`src/rtl/vga_rx.sv`:
```
// VGA receive side: samples RGB/syncs, recovers x/y from sync edges, locks onto the timing.
// Optional VGA_RX_MEASURE_EN adds h_meas/v_meas line/frame length measurement outputs.
module vga_rx #(
  parameter int unsigned hva         = 1920,
  parameter int unsigned hfp         = 88,
  parameter int unsigned hsp         = 44,
  parameter int unsigned hbp         = 148,
  parameter int unsigned vva         = 1080,
  parameter int unsigned vfp         = 4,
  parameter int unsigned vsp         = 5,
  parameter int unsigned vbp         = 36,
  parameter int unsigned hpp         = 1,
  parameter int unsigned vpp         = 1,
  parameter int unsigned rd          = 5,
  parameter int unsigned gd          = 6,
  parameter int unsigned bd          = 5,
  parameter int unsigned cw          = 12,
  parameter int unsigned lock_frames = 2
) (
  input  logic                clk,
  input  logic                rst,
  input  logic [rd-1:0]       R,
  input  logic [gd-1:0]       G,
  input  logic [bd-1:0]       B,
  input  logic                HSync,
  input  logic                VSync,
  output logic [rd+gd+bd-1:0] data,
  output logic                valid,
  output logic                sol,
  output logic                sof,
  output logic [cw-1:0]       x,
  output logic [cw-1:0]       y,
  output logic                locked,
`ifdef VGA_RX_MEASURE_EN
  output logic [cw-1:0]       h_meas,
  output logic [cw-1:0]       v_meas,
`endif
  output logic                err
);

  localparam int unsigned HTOT = hva + hfp + hsp + hbp;
  localparam int unsigned VTOT = vva + vfp + vsp + vbp;
  localparam int unsigned H0   = hsp + hbp;
  localparam int unsigned H1   = hsp + hbp + hva - 1;
  localparam int unsigned V0   = vsp + vbp;
  localparam int unsigned V1   = vsp + vbp + vva - 1;
  localparam int unsigned DW   = rd + gd + bd;
  localparam int unsigned LW   = cw + 1;
  localparam int unsigned GW   = $clog2(lock_frames + 1);

  typedef enum logic [1:0] {SEARCH, TRACK, LOCKED} state_t;

  logic [DW-1:0] pix1, pix2;
  logic          hs_act, vs_act, hs_prev, vs_hle;
  logic [cw-1:0] hc, vc;
  logic          hle, vle;
  logic [LW-1:0] line_len, frame_len;
  logic          line_bad, frame_bad, active, valid_nx;
  state_t        state, state_nx;
  logic [GW-1:0] good, good_nx;
  logic          err_nx;

  // Input capture with sync polarity normalised to active-high
  always_ff @(posedge clk or posedge rst) begin
    if (rst) begin
      pix1    <= '0;
      hs_act  <= 1'b0;
      vs_act  <= 1'b0;
      hs_prev <= 1'b0;
    end else begin
      pix1    <= {R, G, B};
      hs_act  <= (HSync == 1'(hpp));
      vs_act  <= (VSync == 1'(vpp));
      hs_prev <= hs_act;
    end
  end

  assign hle       = hs_act & ~hs_prev;
  assign vle       = hle & vs_act & ~vs_hle;
  assign line_len  = {1'b0, hc} + LW'(1);
  assign frame_len = {1'b0, vc} + LW'(1);
  assign line_bad  = hle && (line_len != LW'(HTOT));
  assign frame_bad = vle && (frame_len != LW'(VTOT));

  // Position counters; hc/vc/pix2 all describe the same sample
  always_ff @(posedge clk or posedge rst) begin
    if (rst) begin
      pix2   <= '0;
      hc     <= '0;
      vc     <= '0;
      vs_hle <= 1'b0;
    end else begin
      pix2 <= pix1;
      if (hle) begin
        hc     <= '0;
        vs_hle <= vs_act;
        if (vle)
          vc <= '0;
        else if (vc != '1)
          vc <= vc + cw'(1);
      end else if (hc != '1) begin
        hc <= hc + cw'(1);
      end
    end
  end

  always_ff @(posedge clk or posedge rst) begin
    if (rst) begin
      state <= SEARCH;
      good  <= '0;
    end else begin
      state <= state_nx;
      good  <= good_nx;
    end
  end

  // Lock tracking; the line check takes precedence over the frame check
  always_comb begin
    state_nx = state;
    good_nx  = good;
    err_nx   = 1'b0;
    case (state)
      SEARCH: begin
        if (vle) begin
          state_nx = TRACK;
          good_nx  = '0;
        end
      end
      TRACK: begin
        if (line_bad || frame_bad) begin
          state_nx = SEARCH;
          good_nx  = '0;
        end else if (vle) begin
          good_nx = good + GW'(1);
          if (good_nx == GW'(lock_frames))
            state_nx = LOCKED;
        end
      end
      LOCKED: begin
        if (line_bad || frame_bad) begin
          state_nx = SEARCH;
          good_nx  = '0;
          err_nx   = 1'b1;
        end
      end
      default: begin
        state_nx = SEARCH;
        good_nx  = '0;
      end
    endcase
  end

  assign active   = (hc >= cw'(H0)) && (hc <= cw'(H1)) && (vc >= cw'(V0)) && (vc <= cw'(V1));
  assign valid_nx = (state_nx == LOCKED) && active;

  always_ff @(posedge clk or posedge rst) begin
    if (rst) begin
      data   <= '0;
      valid  <= 1'b0;
      sol    <= 1'b0;
      sof    <= 1'b0;
      x      <= '0;
      y      <= '0;
      locked <= 1'b0;
      err    <= 1'b0;
    end else begin
      valid  <= valid_nx;
      sol    <= valid_nx && (hc == cw'(H0));
      sof    <= valid_nx && (hc == cw'(H0)) && (vc == cw'(V0));
      locked <= (state_nx == LOCKED);
      err    <= err_nx;
      if (valid_nx) begin
        data <= pix2;
        x    <= hc - cw'(H0);
        y    <= vc - cw'(V0);
      end
    end
  end

`ifdef VGA_RX_MEASURE_EN
  // A saturated counter reports all-ones rather than wrapping
  always_ff @(posedge clk or posedge rst) begin
    if (rst) begin
      h_meas <= '0;
      v_meas <= '0;
    end else begin
      if (hle)
        h_meas <= (hc == '1) ? hc : line_len[cw-1:0];
      if (vle)
        v_meas <= (vc == '1) ? vc : frame_len[cw-1:0];
    end
  end
`endif

endmodule

```
`config.mk`:
```
export PLATFORM = sky130hd
export DESIGN_NAME = vga_rx
export DESIGN_NICKNAME = d
export VERILOG_FILES = /design/src/rtl/vga_rx.sv
export SDC_FILE = /design/constraint.sdc
export NUM_CORES = 1
export LEC_CHECK = 0
export ABC_AREA = 1
export CORE_AREA = 2 2 101 151
export DETAILED_ROUTE_END_ITERATION = 8
export DIE_AREA = 0 0 103 153
export GPL_TIMING_DRIVEN = 0
export HOLD_SLACK_MARGIN = 0.05
export PLACE_DENSITY = 0.55
export SETUP_SLACK_MARGIN = 0.02
export SYNTH_ARGS = -nofsm -noshare
export SYNTH_HDL_FRONTEND = slang
export SYNTH_SLANG_ARGS = --single-unit
```
`constraint.sdc`:
```
create_clock -name clk -period 6.8 [get_ports clk]
set_input_delay 1.02 -clock clk [delete_from_list [all_inputs] [get_ports clk]]
set_output_delay 1.02 -clock clk [all_outputs]
set_load 0.02 [all_outputs]
```
**After elaboration in Yosys (flattened, before gate mapping)**

Cells that the tools add are included.

- Register bits after elaboration: 109
- Input bits: 20
- Logic and storage cells: 78

- Add/sub/neg operators: 7
- Order comparisons: 4
- Eq/ne operators: 13
- Mux-type cells: 17
- Bitwise gates (word level): 5
- Reduce and logical (&&, ||, !) cells: 14

Operators with widths:

| operator | number |
|---|---|
| 2-to-1 mux 12 bit | 4 |
| adder 12 x 1 -> 13 bit, second input constant | 2 |
| adder 12 x 1 -> 12 bit, second input constant | 2 |
| != test 12 bit, second input constant | 2 |
| 2-to-1 mux 2 bit | 9 |
| != test 13 x 11 -> 1 bit, second input constant | 1 |
| != test 13 x 12 -> 1 bit, second input constant | 1 |
| equality test 12 x 6 -> 1 bit, second input constant | 1 |
| equality test 12 x 8 -> 1 bit, second input constant | 1 |
| >= comparator 12 x 6 -> 1 bit, second input constant | 1 |
| >= comparator 12 x 8 -> 1 bit, second input constant | 1 |
| less-or-equal comparator 12 x 11 -> 1 bit, second input constant | 1 |
| less-or-equal comparator 12 bit, second input constant | 1 |
| case mux 2 bit (3 select lines) | 2 |
| subtractor 12 x 6 -> 12 bit, second input constant | 1 |
| subtractor 12 x 8 -> 12 bit, second input constant | 1 |
| logical AND 1 bit | 8 |
| equality test 2 bit, second input constant | 3 |
| != test 2 bit, second input constant | 2 |
| nonzero test 2 bit | 2 |
| bitwise AND 1 bit | 3 |
| != test 3 bit, second input constant | 1 |
| AND reduction 3 bit | 1 |
| adder 2 x 1 -> 2 bit, second input constant | 1 |
| 6 further kinds | 8 |

**Logic depth before layout (Yosys ltp)**

Gate-level depths: netlist (run 1).

- Depth after elaboration: 12
- Gate-level depth with buffers: 15
- Mapped depth without buffers: 14

**Least setup slack after synthesis (run 1)**

OpenSTA, ideal clock, no wires.

- Path kind: register to register
- Start: register vc[0]
- End: register data[0]
- Setup time: 0.117 ns
- Arrival: 1.777 ns
- Slack: 4.906 ns
- Stages on the path, launching flop included: 14
- Buffers on the path: 1
- Cells stage by stage: dfrtp_1 -> inv_1 -> ha_1 -> nand2_1 -> nand2_1 -> nand2_1 -> nand2_1 -> nand2_1 -> nor3_1 -> nor2_2 -> o2111ai_2 -> buf_2 -> nand2_1 -> nand2_1

- Cells in the longest elaborated chain, start to end: 8

RTL lines:

| what | RTL line | RTL |
|---|---|---|
| from (decl) | 55 | `logic [cw-1:0] hc, vc;` |
| from (signal assigned) | 100 | `vc <= vc + cw'(1);` |
| adder 12 x 1 -> 13 bit (*) | 81 | `assign frame_len = {1'b0, vc} + LW'(1);` |
| net frame_len[0] | 57 | `logic [LW-1:0] line_len, frame_len;` |
| != test 13 x 11 -> 1 bit (*) | 83 | `assign frame_bad = vle && (frame_len != LW'(VTOT));` |
| logical AND 1 bit (*) | 83 |  |
| logical OR 1 bit (*) | 130, 140 |  |
| 2-to-1 mux 2 bit (on tied branches) | 140, 130 |  |
| case mux 2 bit (3 select lines) (*) | 122 | `case (state)` |
| equality test 2 bit (*) | 154 | `assign valid_nx = (state_nx == LOCKED) && active;` |
| logical AND 1 bit (*) | 154 |  |
| to (signal assigned) | 173 | `data <= pix2;` |
| to (decl) | 27 | `output logic [rd+gd+bd-1:0] data,` |

The timed path passes the listed nets; every way through them passes the cells marked *.
A chain may end at the register's enable or synchronous reset.

**Worst setup path after layout (run 1)**

- Start: register vc[0]
- End: register y[11]

- Cells in the longest elaborated chain, start to end: 8

RTL lines:

| what | RTL line | RTL |
|---|---|---|
| adder 12 x 1 -> 13 bit | 81 |  |
| != test 13 x 11 -> 1 bit | 83 |  |
| logical AND 1 bit | 83 |  |
| logical OR 1 bit | 130, 140 |  |
| 2-to-1 mux 2 bit (on tied branches) | 140, 130 |  |
| case mux 2 bit (3 select lines) | 122 |  |
| equality test 2 bit | 154 |  |
| logical AND 1 bit | 154 |  |
| to (signal assigned) | 175 | `y <= vc - cw'(V0);` |
| to (decl) | 32 | `output logic [cw-1:0] y,` |

Parallel ways exist; a longest one is shown, timed or not.

==> summary.txt, run 1 <==
Status - complete, no violations
Crit. End Element - flip-flop
Max-Cap Viols - 0
First-pass GRT wire length - 19.1 mm
Max Buffers Root-to-Sink - 2
Overall routing resource usage - 15.6%
Synthesized instance count - 552
Die Footprint - 15800 um2
Critical path class - reg -> reg
Hpwl dp - 8.62 mm
R2R cell count - 13
Largest fanout on the critical path - 10
Clock skew - 11.9 ps
Final antenna-violating net count - 0
Power Dens Cells - 221 nW/um2
Post-cts sizing count - 0
Vias in the first global route - 3840
RD Place Congestion - 0.925
Setup-failing EPs final - 0
# Post-CTS Setup Buffers - 0
H-tree depth - 3
Crit path cell chain - ha_1 > nand3_2 > nor2_1 > nand2_1 > nand2_1 > nand2_1 > nor2_1 > nand3_1 > nand2_2 > o2111ai_2 > buf_2 > nand2_1 > nand2_1
Setup TNS Final - 0 ps
CP Launch Point - vc[0]$_DFFE_PP0P_
Worst-path clk slew - 80 ps
Area growth syn-to-layout - 24.4%
Most frequent cells in the layout - 185 x nand2_1, 109 x dfrtp_1, 64 x clkdlybuf4s50_1
Initial antenna violation count - 0
Diode count - 0
RSZ-0062 raised after global routing - no
Flop2flop setup slack - 4370 ps
Post-Syn Area - 4960 um2
Share of cells above drive strength 1 - 9.64%
Worst setup SP type - flip-flop
Synth Register Bits - 109
Final wirelength - 11.6 mm
CTS tree - done
Worst min path class - reg -> reg
Cell Rows - 54
Pre-Repair DR Iteration Count - 4
Max VDD drop - 0.106 mV
Post-route DRC violation count - 0
Die Height - 153 um
Post-synth EDFFs - 0
Starting Density - 34.3%
Main synth FF type - dfrtp_1
Total power - 1.37 mW
CP max stage cell - dfrtp_1
Fmax - 411 MHz
Tmin final - 2430 ps
Syn Area/Cell - 8.99 um2
TritonCTS Buffers - 9
Max-slew headroom - 56.9%
IO Pins - 65
Crit-path most repeated cell - nand2_1
Core Area - 14500 um2
Fill cells - 1461
FFs w/ async S/R, synth - 100%
Crit-path max cell delay - 410 ps
Die W - 103 um
Final Cycle Share - 35.8%
Sequential-to-total area share from yosys stat - 55.0%
Worst r2r src - vc[0]$_DFFE_PP0P_
DR WL/cell - 14.0 um
CTS Sinks - 109
Initial DRC count - 136
Total grt overflow - 0
Max-slew violations - 0
Pin count of the biggest net entering global routing - 61
Commonest non-fill, non-tap cell in the layout - nand2_1
Worst path required time - 7040 ps
IO buf count - 64
HP Start - pix1[11]$_DFF_PP0_
Via-per-instance ratio - 4.64
CTS root buffer - clkbuf_16
Synth Net Count - 582
Nets@finish - 658
Actual slew at the worst max-slew pin - 639 ps
Leak Pwr - 2.91 nW
Hold Fails Final Rpt - 0
Yosys warns - 0
Data arrival, critical path - 2670 ps
Hold_buf cts - 0
Worst Setup EP - y[11]$_DFFE_PP0N_
Reg-to-Reg End - y[11]$_DFFE_PP0N_
Vias - 3850
Worst skew pair latency - 360 ps
Distinct cells, synth - 36
## kinds of logic after synthesis
group	share of synthesized area, %
AO/OA/AOI/OAI	4.82
adder cells (fa/ha/maj)	2.52
flip-flops	55.0
buffers and inverters	6.30
AND/OR/NAND/NOR	29.3
XOR/XNOR	2.12
## flip-flops by register name, summed over array words and instances (netlist names), 2 cells and up
name	cells
data	16
good	2
hc	12
pix1	16
pix2	16
state	2
vc	12
x	12
y	12
## critical path: cells and delay by family (launching register included)
family	cells	cell delay, ps
AO/OA/AOI/OAI	1	240
adder cells (fa/ha/maj)	1	260
buffers and inverters	1	260
flip-flops	1	410
AND/OR/NAND/NOR	10	1130
## cell type report
cell class                 instances  area, um2  share of cell area [%]
timing repair buffer              65        668                    10.8
multi-input combinational        378       1920                    31.1
buffer                            18        136                    2.21
sequential                       109       2730                    44.2
clock inverter                     6       53.8                   0.872
clock buffer                      10        239                    3.87
inverter                          47        179                    2.90
tap                              196        245                    3.97
## per-layer routing
layer	share of wire [%]	GRT usage [%]	vias up	wire, um
met4	1.9	5.39	0	215
met2	52	27.1	89	6090
met5	0	0	-	0
met1	42	18.9	1818	4850
li1	-	-	1926	-
met3	4.0	3.25	17	459
## worst min-delay path by stage
stage,cells past startpoint,end,slack (ps)
after floorplan,0,pix2[0]$_DFF_PP0_,330
after global placement,0,pix2[10]$_DFF_PP0_,330
after detailed placement,0,pix2[11]$_DFF_PP0_,330
after CTS,0,pix2[11]$_DFF_PP0_,350
after global routing,0,pix2[6]$_DFF_PP0_,360
final,0,pix2[11]$_DFF_PP0_,350
## through the flow
step | hold slack [ps] | instances | utilization [%] | worst slack, ps | cell area, um2
2_1_floorplan | 331 | 552 | - | 2910 | 4960
3_3_place_gp | 333 | 812 | 40.4 | 1340 | 5850
3_5_place_dp | 335 | 813 | 40.7 | 4360 | 5880
4_1_cts | 352 | 829 | 42.7 | 4340 | 6170
5_1_grt | 359 | 829 | 42.7 | 4100 | 6170
6_report | 352 | 829 | 42.7 | 4370 | 6170
## report_power, final
part | internal [mW] | switching [mW] | total, mW
registers | 0.676 | 0.0256 | 0.701
clock network | 0.267 | 0.255 | 0.522
logic | 0.0522 | 0.0903 | 0.142
## cell usage after synthesis (all sizes together), types with 2 or more instances
| cell | n | area, um2 |
|---|---|---|
| nor4 | 3 | 33.8 |
| dfrtp | 109 | 2730 |
| nor2 | 43 | 191 |
| a21oi | 5 | 25.0 |
| buf | 16 | 129 |
| xor2 | 12 | 105 |
| nand3b | 2 | 15.0 |
| inv | 46 | 173 |
| o31ai | 2 | 15.0 |
| a31oi | 4 | 25.0 |
| nand2 | 190 | 744 |
| o22ai | 8 | 50.1 |
| nand4 | 6 | 37.5 |
| ha | 10 | 125 |
| nor3 | 5 | 25.0 |
| clkbuf | 2 | 7.51 |
| o21ai | 17 | 85.1 |
| nand3 | 67 | 405 |
(Power assumes the default switching activity.)
==> run 2, diff against run 1 <==
- PLACE_DENSITY: 0.55 -> 0.57
- clock period: 6.8 -> 2 ns (I/O delays scaled with it)
==> summary.txt, run 2 (synthesis results as in run 1) <==
Area growth syn-to-layout - 42.9% (was 24.4%)
Data arrival, critical path - 2520 ps (was 2670 ps)
Via-per-instance ratio - 4.79 (was 4.64)
Worst setup SP type - flip-flop (unchanged)
Worst-path clk slew - 70 ps (was 80 ps)
Hold_ws - 349 ps (was 352 ps)
Core Area - 14500 um2 (unchanged)
Max VDD drop - 0.501 mV (was 0.106 mV)
Status - finished with violations (was complete, no violations)
Crit. End Element - flip-flop (unchanged)
Largest fanout on the critical path - 6 (was 10)
Max-slew headroom - 37.0% (was 56.9%)
CTS Sinks - 109 (unchanged)
Cell Rows - 54 (unchanged)
Max Buffers Root-to-Sink - 2 (unchanged)
Hold_buf cts - 0 (unchanged)
Final wirelength - 13.4 mm (was 11.6 mm)
Critical path buffers and inverters - 1 (unchanged)
Power Dens Cells - 655 nW/um2 (was 221 nW/um2)
Pre-Repair DR Iteration Count - 4 (unchanged)
CTS root buffer - clkbuf_16 (unchanged)
Share of cells above drive strength 1 - 30.2% (was 9.64%)
RSZ-0062 raised after global routing - yes (was no)
Crit-path most repeated cell - nand2_2 (was nand2_1)
Actual slew at the worst max-slew pin - 943 ps (was 639 ps)
Post-route DRC violation count - 0 (unchanged)
Die W - 103 um (unchanged)
Final Cycle Share - 111% (was 35.8%)
Max-Cap Viols - 0 (unchanged)
Vias - 4185 (was 3850)
Pin count of the biggest net entering global routing - 43 (was 61)
Die Footprint - 15800 um2 (unchanged)
Worst path required time - 2290 ps (was 7040 ps)
CP Launch Point - hc[1]$_DFFE_PP0P_ (was vc[0]$_DFFE_PP0P_)
Setup-failing EPs final - 49 (was 0)
DR WL/cell - 15.4 um (was 14.0 um)
Pre-CTS setup slack - -433 ps (was 4360 ps)
Clock skew - 9.52 ps (was 11.9 ps)
Critical path's top delay family - simple AND/OR/NAND/NOR gates (unchanged)
Worst Setup EP - x[3]$_DFFE_PP0N_ (was y[11]$_DFFE_PP0N_)
Initial antenna violation count - 0 (unchanged)
Initial DRC count - 167 (was 136)
Reg-to-Reg End - x[3]$_DFFE_PP0N_ (was y[11]$_DFFE_PP0N_)
RD Place Congestion - 0.906 (was 0.925)
Max-slew violations - 0 (unchanged)
Cell count along the critical path - 14 (was 13)
Nets@finish - 706 (was 658)
Fmax - 449 MHz (was 411 MHz)
H-tree depth - 3 (unchanged)
Die Height - 153 um (unchanged)
Flop2flop setup slack - -230 ps (was 4370 ps)
Starting Density - 34.3% (unchanged)
TritonCTS Buffers - 9 (unchanged)
CTS tree - done (unchanged)
Overall routing resource usage - 17.3% (was 15.6%)
Diode count - 0 (unchanged)
Biggest regs - data: 16 flops, pix1: 16 flops, pix2: 16 flops (unchanged)
Crit path cell chain - ha_4 > nand3_4 > nor2_4 > nand2_2 > nand2_2 > nand2_2 > nor2_2 > nand3_2 > nand2_4 > nand3_4 > nand2_8 > clkbuf_16 > nand3_1 > nand2_1 (was ha_1 > nand3_2 > nor2_1 > nand2_1 > nand2_1 > nand2_1 > nor2_1 > nand3_1 > nand2_2 > o2111ai_2 > buf_2 > nand2_1 > nand2_1)
Worst min path class - reg -> reg (unchanged)
Leak Pwr - 3.20 nW (was 2.91 nW)
First-pass GRT wire length - 21.0 mm (was 19.1 mm)
Total power - 4.65 mW (was 1.37 mW)
Vias in the first global route - 4355 (was 3840)
Tmin final - 2230 ps (was 2430 ps)
CP max stage cell - dfrtp_1 (unchanged)
IO Pins - 65 (unchanged)
IO buf count - 64 (unchanged)
Commonest non-fill, non-tap cell in the layout - nand2_1 (unchanged)
Worst r2r src - hc[1]$_DFFE_PP0P_ (was vc[0]$_DFFE_PP0P_)
Most frequent cells in the layout - 139 x nand2_1, 102 x dfrtp_1, 64 x clkdlybuf4s50_1 (was 185 x nand2_1, 109 x dfrtp_1, 64 x clkdlybuf4s50_1)
Fin worst setup slack - -226 ps (was 4370 ps)
Violated checks - negative setup slack
Hold Fails Final Rpt - 0 (unchanged)
Crit-path max cell delay - 420 ps (was 410 ps)
R2R cell count - 14 (was 13)
Total grt overflow - 0 (unchanged)
Final antenna-violating net count - 0 (unchanged)
Worst skew pair latency - 350 ps (was 360 ps)
Critical path class - reg -> reg (unchanged)
Hpwl dp - 9.02 mm (was 8.62 mm)
[run 2: cell count changes in the layout (fill, tap and decap cells not counted), sizes merged, moves of 3 or more]
cell,delta
clkinvlp,+3
clkbuf,+4
inv,-4
buf,+41
[run 2: worst min path at each step]
stage	cells after the start	endpoint	startpoint	slack, ps
2_1_floorplan	0	pix2[0]$_DFF_PP0_	pix1[0]$_DFF_PP0_	330
3_3_place_gp	0	pix2[12]$_DFF_PP0_	pix1[12]$_DFF_PP0_	330
3_5_place_dp	0	pix2[2]$_DFF_PP0_	pix1[2]$_DFF_PP0_	340
4_1_cts	0	pix2[2]$_DFF_PP0_	pix1[2]$_DFF_PP0_	350
5_1_grt	0	pix2[2]$_DFF_PP0_	pix1[2]$_DFF_PP0_	360
6_report	0	pix2[12]$_DFF_PP0_	pix1[12]$_DFF_PP0_	350
[run 2: power by group]
group	total, mW	internal (mW)	switching, mW
logic	0.644	0.263	0.380
clock network	1.59	0.823	0.770
registers	2.41	2.30	0.106
total	4.65	3.39	1.26
[run 2: repair_timing]
item / CTS / global route
setup endpoints to repair: 65 / 65
pin swaps: 15 / 44
gates cloned: 1 / 9
resized for setup: 79 / 80
setup buffers: 33 / 6
[run 2: per-stage QoR]
step,utilization (%),instances,area [um2],setup TNS (ps)
final,49.0,874,7090,-8360
after detailed placement,40.7,814,5890,-19640
after global placement,40.5,812,5850,-95300
after global routing,49.0,874,7090,-14820
after CTS,46.2,861,6680,-5240
after floorplan,-,552,4970,0
[run 2: layout make-up]
| cell class | instances | area [um2] |
|---|---|---|
| plain buffers | 18 | 175 |
| multi-input cells | 380 | 2370 |
| clock buffers | 9 | 225 |
| flip-flops and latches | 109 | 2740 |
| fillers | 1406 | 7370 |
| repair buffers | 111 | 1130 |
| clock inverters | 4 | 28.8 |
| inverters | 47 | 183 |
| well taps | 196 | 245 |
[run 2: metal layers]
metal / routed length [um] / global-route usage (%) / vias to the layer above
met1: 5320 / 19.0 / 2065
li1: - / - / 2031
met4: 317 / 6.45 / 0
met2: 7450 / 31.8 / 69
met5: 0 / 0 / -
met3: 358 / 3.29 / 20
